File: src/rtl/gate_pkg.sv
// rtl/gate_pkg.sv - shared types and truth-table constants for the gate BIST
// Purpose: sequencer state encoding and expected-output tables for common
//          2-input gates. Bit k of a table is the gate output for {a,b} = k.
package gate_pkg;

  typedef enum logic [1:0] {
    IDLE = 2'd0,
    RUN  = 2'd1,
    DONE = 2'd2
  } bist_state_e;

  localparam int unsigned CNT_W = 4;

  localparam logic [3:0] TT_AND   = 4'b1000;
  localparam logic [3:0] TT_OR    = 4'b1110;
  localparam logic [3:0] TT_XOR   = 4'b0110;
  localparam logic [3:0] TT_NAND  = 4'b0111;
  localparam logic [3:0] TT_NOT_A = 4'b0011;

endpackage

File: src/rtl/bist_settle_cnt.sv
// rtl/bist_settle_cnt.sv - modulo-SETTLE hold counter for the gate BIST
// Purpose: counts 0..SETTLE-1 while enabled and wraps; last_o flags the
//          final count so the sequencer samples on that edge.
// Ports:
//   clk    in  clock
//   rst    in  synchronous active-high reset
//   clr_i  in  force count to 0 (takes effect on the next edge)
//   en_i   in  advance the count
//   last_o out high while the count equals SETTLE-1
module bist_settle_cnt
  import gate_pkg::*;
#(
  parameter int unsigned SETTLE = 1
) (
  input  logic clk,
  input  logic rst,
  input  logic clr_i,
  input  logic en_i,
  output logic last_o
);

  localparam logic [CNT_W-1:0] LAST = CNT_W'(SETTLE - 1);

  logic [CNT_W-1:0] cnt_q;
  logic [CNT_W-1:0] cnt_d;

  always_comb begin
    cnt_d = cnt_q;
    if (clr_i) begin
      cnt_d = '0;
    end else if (en_i) begin
      cnt_d = last_o ? '0 : cnt_q + 1'b1;
    end
  end

  always_ff @(posedge clk) begin
    if (rst) begin
      cnt_q <= '0;
    end else begin
      cnt_q <= cnt_d;
    end
  end

  assign last_o = (cnt_q == LAST);

endmodule

File: src/rtl/gate_bist.sv
// rtl/gate_bist.sv - built-in self-test sequencer for a 2-input gate
// Purpose: drives the four {a,b} vectors into the gate under test, holds each
//          for SETTLE cycles, compares the sampled response with TRUTH and
//          reports pass, mismatch count and a per-vector failure map.
// Ports:
//   clk        in  clock
//   rst        in  synchronous active-high reset
//   start      in  begin a sweep (honoured in IDLE and DONE only)
//   a, b       out registered gate inputs, {a,b} = vector index
//   out_dut    in  gate-under-test response
//   busy       out sweep in progress
//   done       out sweep finished, held until next start or rst
//   pass       out done with no mismatches
//   err_count  out number of mismatching vectors
//   fail_vec   out bit k set iff vector k mismatched
module gate_bist
  import gate_pkg::*;
#(
  parameter logic [3:0]  TRUTH  = 4'b1110,
  parameter int unsigned SETTLE = 1
) (
  input  logic       clk,
  input  logic       rst,
  input  logic       start,
  output logic       a,
  output logic       b,
  input  logic       out_dut,
  output logic       busy,
  output logic       done,
  output logic       pass,
  output logic [2:0] err_count,
  output logic [3:0] fail_vec
);

  bist_state_e state_q;
  logic [1:0]  idx_q;
  logic        a_q, b_q, busy_q, done_q, pass_q;
  logic [2:0]  err_q;
  logic [3:0]  fail_q;

  logic        cnt_last;
  logic        mismatch;
  logic [2:0]  err_d;

  // The counter is held at 0 outside RUN so every sweep starts a fresh hold.
  bist_settle_cnt #(
    .SETTLE (SETTLE)
  ) u_settle_cnt (
    .clk    (clk),
    .rst    (rst),
    .clr_i  (state_q != RUN),
    .en_i   (state_q == RUN),
    .last_o (cnt_last)
  );

  // Case inequality so an X/Z response in simulation is reported as a failure.
  assign mismatch = (out_dut !== TRUTH[idx_q]);
  assign err_d    = err_q + {2'b00, mismatch};

  always_ff @(posedge clk) begin
    if (rst) begin
      state_q <= IDLE;
      idx_q   <= 2'd0;
      a_q     <= 1'b0;
      b_q     <= 1'b0;
      busy_q  <= 1'b0;
      done_q  <= 1'b0;
      pass_q  <= 1'b0;
      err_q   <= 3'd0;
      fail_q  <= 4'd0;
    end else begin
      case (state_q)
        IDLE, DONE: begin
          if (start) begin
            state_q    <= RUN;
            idx_q      <= 2'd0;
            {a_q, b_q} <= 2'b00;
            busy_q     <= 1'b1;
            done_q     <= 1'b0;
            pass_q     <= 1'b0;
            err_q      <= 3'd0;
            fail_q     <= 4'd0;
          end
        end
        RUN: begin
          if (cnt_last) begin
            err_q <= err_d;
            if (mismatch) begin
              fail_q[idx_q] <= 1'b1;
            end
            if (idx_q == 2'd3) begin
              state_q    <= DONE;
              {a_q, b_q} <= 2'b00;
              busy_q     <= 1'b0;
              done_q     <= 1'b1;
              pass_q     <= (err_d == 3'd0);
            end else begin
              // Next vector is driven on the same edge the current one is sampled.
              idx_q      <= idx_q + 2'd1;
              {a_q, b_q} <= idx_q + 2'd1;
            end
          end
        end
        default: state_q <= IDLE;
      endcase
    end
  end

  assign a         = a_q;
  assign b         = b_q;
  assign busy      = busy_q;
  assign done      = done_q;
  assign pass      = pass_q;
  assign err_count = err_q;
  assign fail_vec  = fail_q;

endmodule

File: config.mk
export PLATFORM = sky130hd
export DESIGN_NAME = gate_bist
export DESIGN_NICKNAME = d
export VERILOG_FILES = /design/src/rtl/gate_pkg.sv /design/src/rtl/bist_settle_cnt.sv /design/src/rtl/gate_bist.sv
export SDC_FILE = /design/constraint.sdc
export NUM_CORES = 1
export LEC_CHECK = 0
export BUFFER_PORTS_ARGS = -buffer_cell sky130_fd_sc_hd__buf_2
export CAP_MARGIN = 20
export CORE_UTILIZATION = 45
export CTS_CLUSTER_DIAMETER = 60
export CTS_CLUSTER_SIZE = 30
export DETAILED_ROUTE_END_ITERATION = 12
export HOLD_SLACK_MARGIN = 0.05
export PLACE_DENSITY_LB_ADDON = 0.12
export SYNTH_ARGS = -nofsm -noshare
export SYNTH_HDL_FRONTEND = slang
export SYNTH_SLANG_ARGS = --single-unit
File: constraint.sdc
create_clock -name clk -period 5.9 [get_ports clk]
set_input_delay 1.18 -clock clk [delete_from_list [all_inputs] [get_ports clk]]
set_output_delay 1.18 -clock clk [all_outputs]
set_load 0.01 [all_outputs]
==> summary.txt, run 1 <==
Mapped Area - 945 µm²
Seq cells post-synth - 20
Primary FF master, synth - dfxtp_1
CTS H-Tree Depth - 1
WL/cell - 13.6 µm
drt total wl - 1940 µm
Post-synth EDFFs - 0
CP Class - primary input to register
GRT overflow - 0
number of setup buffers added after CTS - 0
cell taking the most area after synthesis - dfxtp_1
outcome - completed
Final setup viols - 0
TritonCTS clock tree - yes
period utilization - 43.5%
top post-synthesis cells by area - dfxtp_1 (42%), ha_1 (12%), a21oi_1 (4.2%)
vias in the first global route - 678
R2R cell count - 8
ratio of cells with drive above 1 in the final layout - 16.4%
Avg Synthesized Cell Area - 9.26 µm²
Power Dens Cells - 263 nW/µm²
max frequency - 389 MHz
number of vias per cell - 5.47
Slew @ Worst Pin - 956 ps
setup TNS - 0 ps
Worst EP required - 6140 ps
fin crit period - 2570 ps
Synth Instances - 102
placed cells - 139
number of nets in the layout - 130
Placer Congestion - 0.765
Die Area - 2290 µm²
Bufs on Longest Clock Path - 2
RSZ-0062 raised after global routing - no
hold buffers post-CTS - 0
Critical Path Sink Type - register
Non-Filler Instances - 143
Max IR drop VDD - 0.218 mV
port bufs - 15
# DRC - 0
Clock Latency Late Sink - 310 ps
# IOs - 16
DR vias - 782
floorplan die height - 47.8 µm
Clk Tree Root Cell - clkbuf_4
Detailed Place HPWL - 1370 µm
Yosys top cell area share - 42.4%
Worst path slowest cell - or4_1
Rows - 16
Hold Path Class - register to register
pre-CTS setup slack - 3010 ps
Routed Antenna Nets - 0
Slew HR - 36.1%
GRT Resource Usage Total - 18.9%
Antenna diodes - 0
Area growth, synth to finish - 15.0%
pin count of the biggest net entering global routing - 14
final hold vios - 0
Max Transition Viols Final - 0
CP Launch Type - primary input
CP max stage delay - 500 ps
leakage power - 0.456 nW
Layout Skew - 7.07 ps
Clock transition at path regs - 110 ps
initial core utilization - 48.2%
Synth async-reset ratio - 0%
Resized Gates After CTS - 0
die width - 47.8 µm
CTS Buf Count - 3
Max-Cap Viols - 0
1st-pass router iterations - 4
Final Worst Setup Slack - 3330 ps
Synth cell types - 29
# fillers - 201
initial antenna violation count - 0
Ys Warns - 0
Data arrival, critical path - 2810 ps
most frequent CP cell - ha_1
first-pass GRT wire length - 2920 µm
Critical Path Fanout Max - 5
ordered list of cells on the worst path - buf_2 > xnor2_1 > ha_1 > ha_1 > inv_1 > or4_1 > a21oi_1
CORE AREA - 1960 µm²
hold depth - 2
initial drt markers - 16
Sink Count - 20
sequential cell area fraction in the yosys report - 42.4%
Post-Syn Nets - 115
## report_power, final
part	internal [mW]	switching, mW	leakage [nW]	total [mW]
Clock	0.0687	0.0433	0.0279	0.112
Combinational	0.0115	0.0188	0.266	0.0302
Sequential	0.140	0.00350	0.162	0.143
Total	0.220	0.0656	0.456	0.285
## layer usage
metal | GRT usage [%] | part of all wire [%]
met1 | 23.4 | 46
met2 | 30.3 | 50
met3 | 7.92 | 3.3
met4 | 5.00 | 0.67
met5 | 0 | 0
## critical path, delay by kind of cell
kind / cells / cell delay, ps
AO/OA/AOI/OAI: 1 / 160
buffers and inverters: 2 / 160
AND/OR/NAND/NOR: 1 / 500
XOR/XNOR: 1 / 390
adder cells (fa/ha/maj): 2 / 420
## sequential cells by signal (all words and copies together), names as in the netlist
register / cells
a: 1
b: 1
busy: 1
done: 1
err_count: 3
fail_vec: 4
idx_q: 2
pass: 1
state_q: 2
u_settle_cnt.cnt_q: 4
## logic make-up after synthesis
group	count (synthesis)	share of synthesized area, %
xor+xnor	4	3.71
buf+inv	11	4.50
compound gates	23	17.1
fa+ha+maj	9	11.9
flops	20	42.4
simple gates	35	20.4
## final cells by class
cell class                 count  area [µm²]  share of cell area (%)
clock buffer                   3        22.5                    2.07
clock inverter                 1        30.0                    2.76
inverter                       6        22.5                    2.07
multi-input combinational     71         502                    46.2
sequential                    20         400                    36.9
tap                           27        33.8                    3.11
timing repair buffer          15        75.1                    6.91
## path summary, 6_finish.rpt
kind / start / end / slack [ps]
worst max-delay path: out_dut / err_count[2]$_SDFFE_PP0P_ / 3330
worst max register to register: idx_q[0]$_SDFFE_PP0P_ / err_count[2]$_SDFFE_PP0P_ / 3530
worst min register to register: done$_SDFFE_PP0P_ / done$_SDFFE_PP0P_ / 460
worst min-delay path: done$_SDFFE_PP0P_ / done$_SDFFE_PP0P_ / 460
## metrics by stage
| stage | area [µm²] | util [%] | total power, mW | hold slack, ps |
|---|---|---|---|---|
| 3_3_place_gp | 1030 | 52.7 | 0.175 | 440 |
| 6_report | 1090 | 55.4 | 0.285 | 460 |
| 4_1_cts | 1090 | 55.4 | 0.287 | 462 |
| 5_1_grt | 1090 | 55.4 | 0.297 | 482 |
| 2_1_floorplan | 945 | - | 0.167 | 430 |
| 3_5_place_dp | 1030 | 52.7 | 0.176 | 446 |
## synthesized netlist by cell type, types with 3 or more instances
master	instances
a21oi_1	8
a41oi_1	4
and2_1	3
clkbuf_1	4
dfxtp_1	20
ha_1	9
inv_1	6
nand2_1	6
nand3_1	4
nor2_1	8
o311ai_0	3
## layout by cell type (no fill, tap or decap), types with 3 or more instances in the layout
cell type and n:
dfxtp_1 20, buf_2 15, ha_1 9, a21oi_1 8, nor2_1 8, inv_1 6, nand2_1 6, a41oi_1 4
nand3_1 4, o311ai_0 3, and2_1 3, clkbuf_4 3
No activity file was read; power rests on OpenSTA's default activity.
==> run 2, diff against run 1 <==
Clock period 5.9 ns to 2.44 ns, I/O delays scaled along.
==> summary.txt, run 2 (same netlist as run 1, synthesis figures left out) <==
Resized Gates After CTS - 0
Die Area - 2290 µm²
first-pass GRT wire length - 2840 µm
reg2reg setup slack - 390 ps
Bufs on Longest Clock Path - 2
Critical Path Sink Type - register
GRT Resource Usage Total - 18.1%
Data arrival, critical path - 2290 ps
most common cell after layout, fill and taps aside - dfxtp_1
max frequency - 487 MHz
fin area - 1070 µm²
Clk Tree Root Cell - clkbuf_4
Max IR drop VDD - 0.268 mV
placed cell area - 1050 µm²
Max-Cap Viols - 0
TritonCTS clock tree - yes
Clock Latency Late Sink - 290 ps
RSZ-0062 raised after global routing - no
Power Dens Cells - 538 nW/µm²
# DRC - 0
Critical Path Fanout Max - 6
Antenna diodes - 0
CP top delay family - adder cells
period utilization - 84.1%
commonest cells after routing, fill and taps aside - dfxtp_1 (20), buf_2 (15), ha_1 (9)
multi-input logic area - 502 µm²
Layout Skew - 4.12 ps
ratio of cells with drive above 1 in the final layout - 17.1%
Slew @ Worst Pin - 825 ps
R2R cell count - 8
CP Class - register to register
die width - 47.8 µm
CTS H-Tree Depth - 1
CORE AREA - 1960 µm²
Final setup viols - 0
Sink Count - 20
most frequent CP cell - ha_1
fin crit period - 2050 ps
WL/cell - 12.9 µm
vias in the first global route - 656
# fillers - 207
Slew HR - 44.9%
CTS Buf Count - 3
number of setup buffers added after CTS - 0
Rows - 16
CP Launch Type - register
number of vias per cell - 5.48
Clock transition at path regs - 110 ps
DR vias - 789
Worst Path Buf+Inv - 2
Area growth, synth to finish - 13.4%
hold buffers post-CTS - 0
1st-pass router iterations - 4
pin count of the biggest net entering global routing - 14
floorplan die height - 47.8 µm
Worst EP required - 2680 ps
Worst path slowest cell - or4_1
initial antenna violation count - 0
Register Area - 400 µm²
drt total wl - 1860 µm
outcome - completed
GRT overflow - 0
CP max stage delay - 490 ps
Placer Congestion - 0.757
Routed Antenna Nets - 0
initial core utilization - 48.2%
port bufs - 15
leakage power - 0.451 nW
hold depth - 2
final hold vios - 0
Detailed Place HPWL - 1370 µm
ordered list of cells on the worst path - inv_1 > ha_1 > xnor2_1 > ha_1 > ha_1 > inv_1 > or4_1 > a21oi_1
total stage count of the critical path - 8
initial drt markers - 9
Hold Path Class - register to register
# IOs - 16
setup TNS - 0 ps
Max Transition Viols Final - 0
number of nets in the layout - 132
==> run 2: cell count changes in the layout (fill, tap and decap cells not counted) <==
| cell | previous run | this run |
|---|---|---|
| buf_4 | 0 | 2 |
| bufinv_16 | 1 | 0 |
==> run 2: power by group <==
group / total [mW] / switching, mW / internal, mW
combinational: 0.0775 / 0.0465 / 0.0310
sequential: 0.346 / 0.00830 / 0.337
clock: 0.153 / 0.0958 / 0.0574
==> run 2: worst paths after layout <==
kind,from,endpoint
worst max-delay path,idx_q[0]$_SDFFE_PP0P_,err_count[2]$_SDFFE_PP0P_
worst min-delay path,done$_SDFFE_PP0P_,done$_SDFFE_PP0P_
worst max register to register,idx_q[0]$_SDFFE_PP0P_,err_count[2]$_SDFFE_PP0P_
worst min register to register,done$_SDFFE_PP0P_,done$_SDFFE_PP0P_
==> run 2: layer usage <==
metal	wire, µm	global-route usage (%)
met1	913	24.4
met2	882	27.6
met3	46	3.40
met4	12	8.89
met5	0	0
==> run 2: final cells by class <==
| type | instances | share of cell area (%) |
|---|---|---|
| Timing Repair Buffer | 17 | 8.41 |
| Multi-Input combinational cell | 71 | 46.8 |
| Tap cell | 27 | 3.15 |
| Sequential cell | 20 | 37.4 |
| Clock buffer | 3 | 2.10 |
| Inverter | 6 | 2.10 |
==> run 2: stage by stage <==
step,utilization (%),total power [mW],setup WS [ps],instances,hold WS (ps)
final,54.6,0.576,387,144,458
after global routing,54.6,0.603,230,144,489
after CTS,54.6,0.583,373,144,453
after detailed placement,53.4,0.431,397,141,445
after global placement,53.4,0.428,469,141,439
after floorplan,-,0.403,394,102,430
==> run 2: worst min-delay path, stage by stage (launching register included) <==
cell and delay (ps):
dfxtp_1 320, nand2_1 50, a21oi_1 50
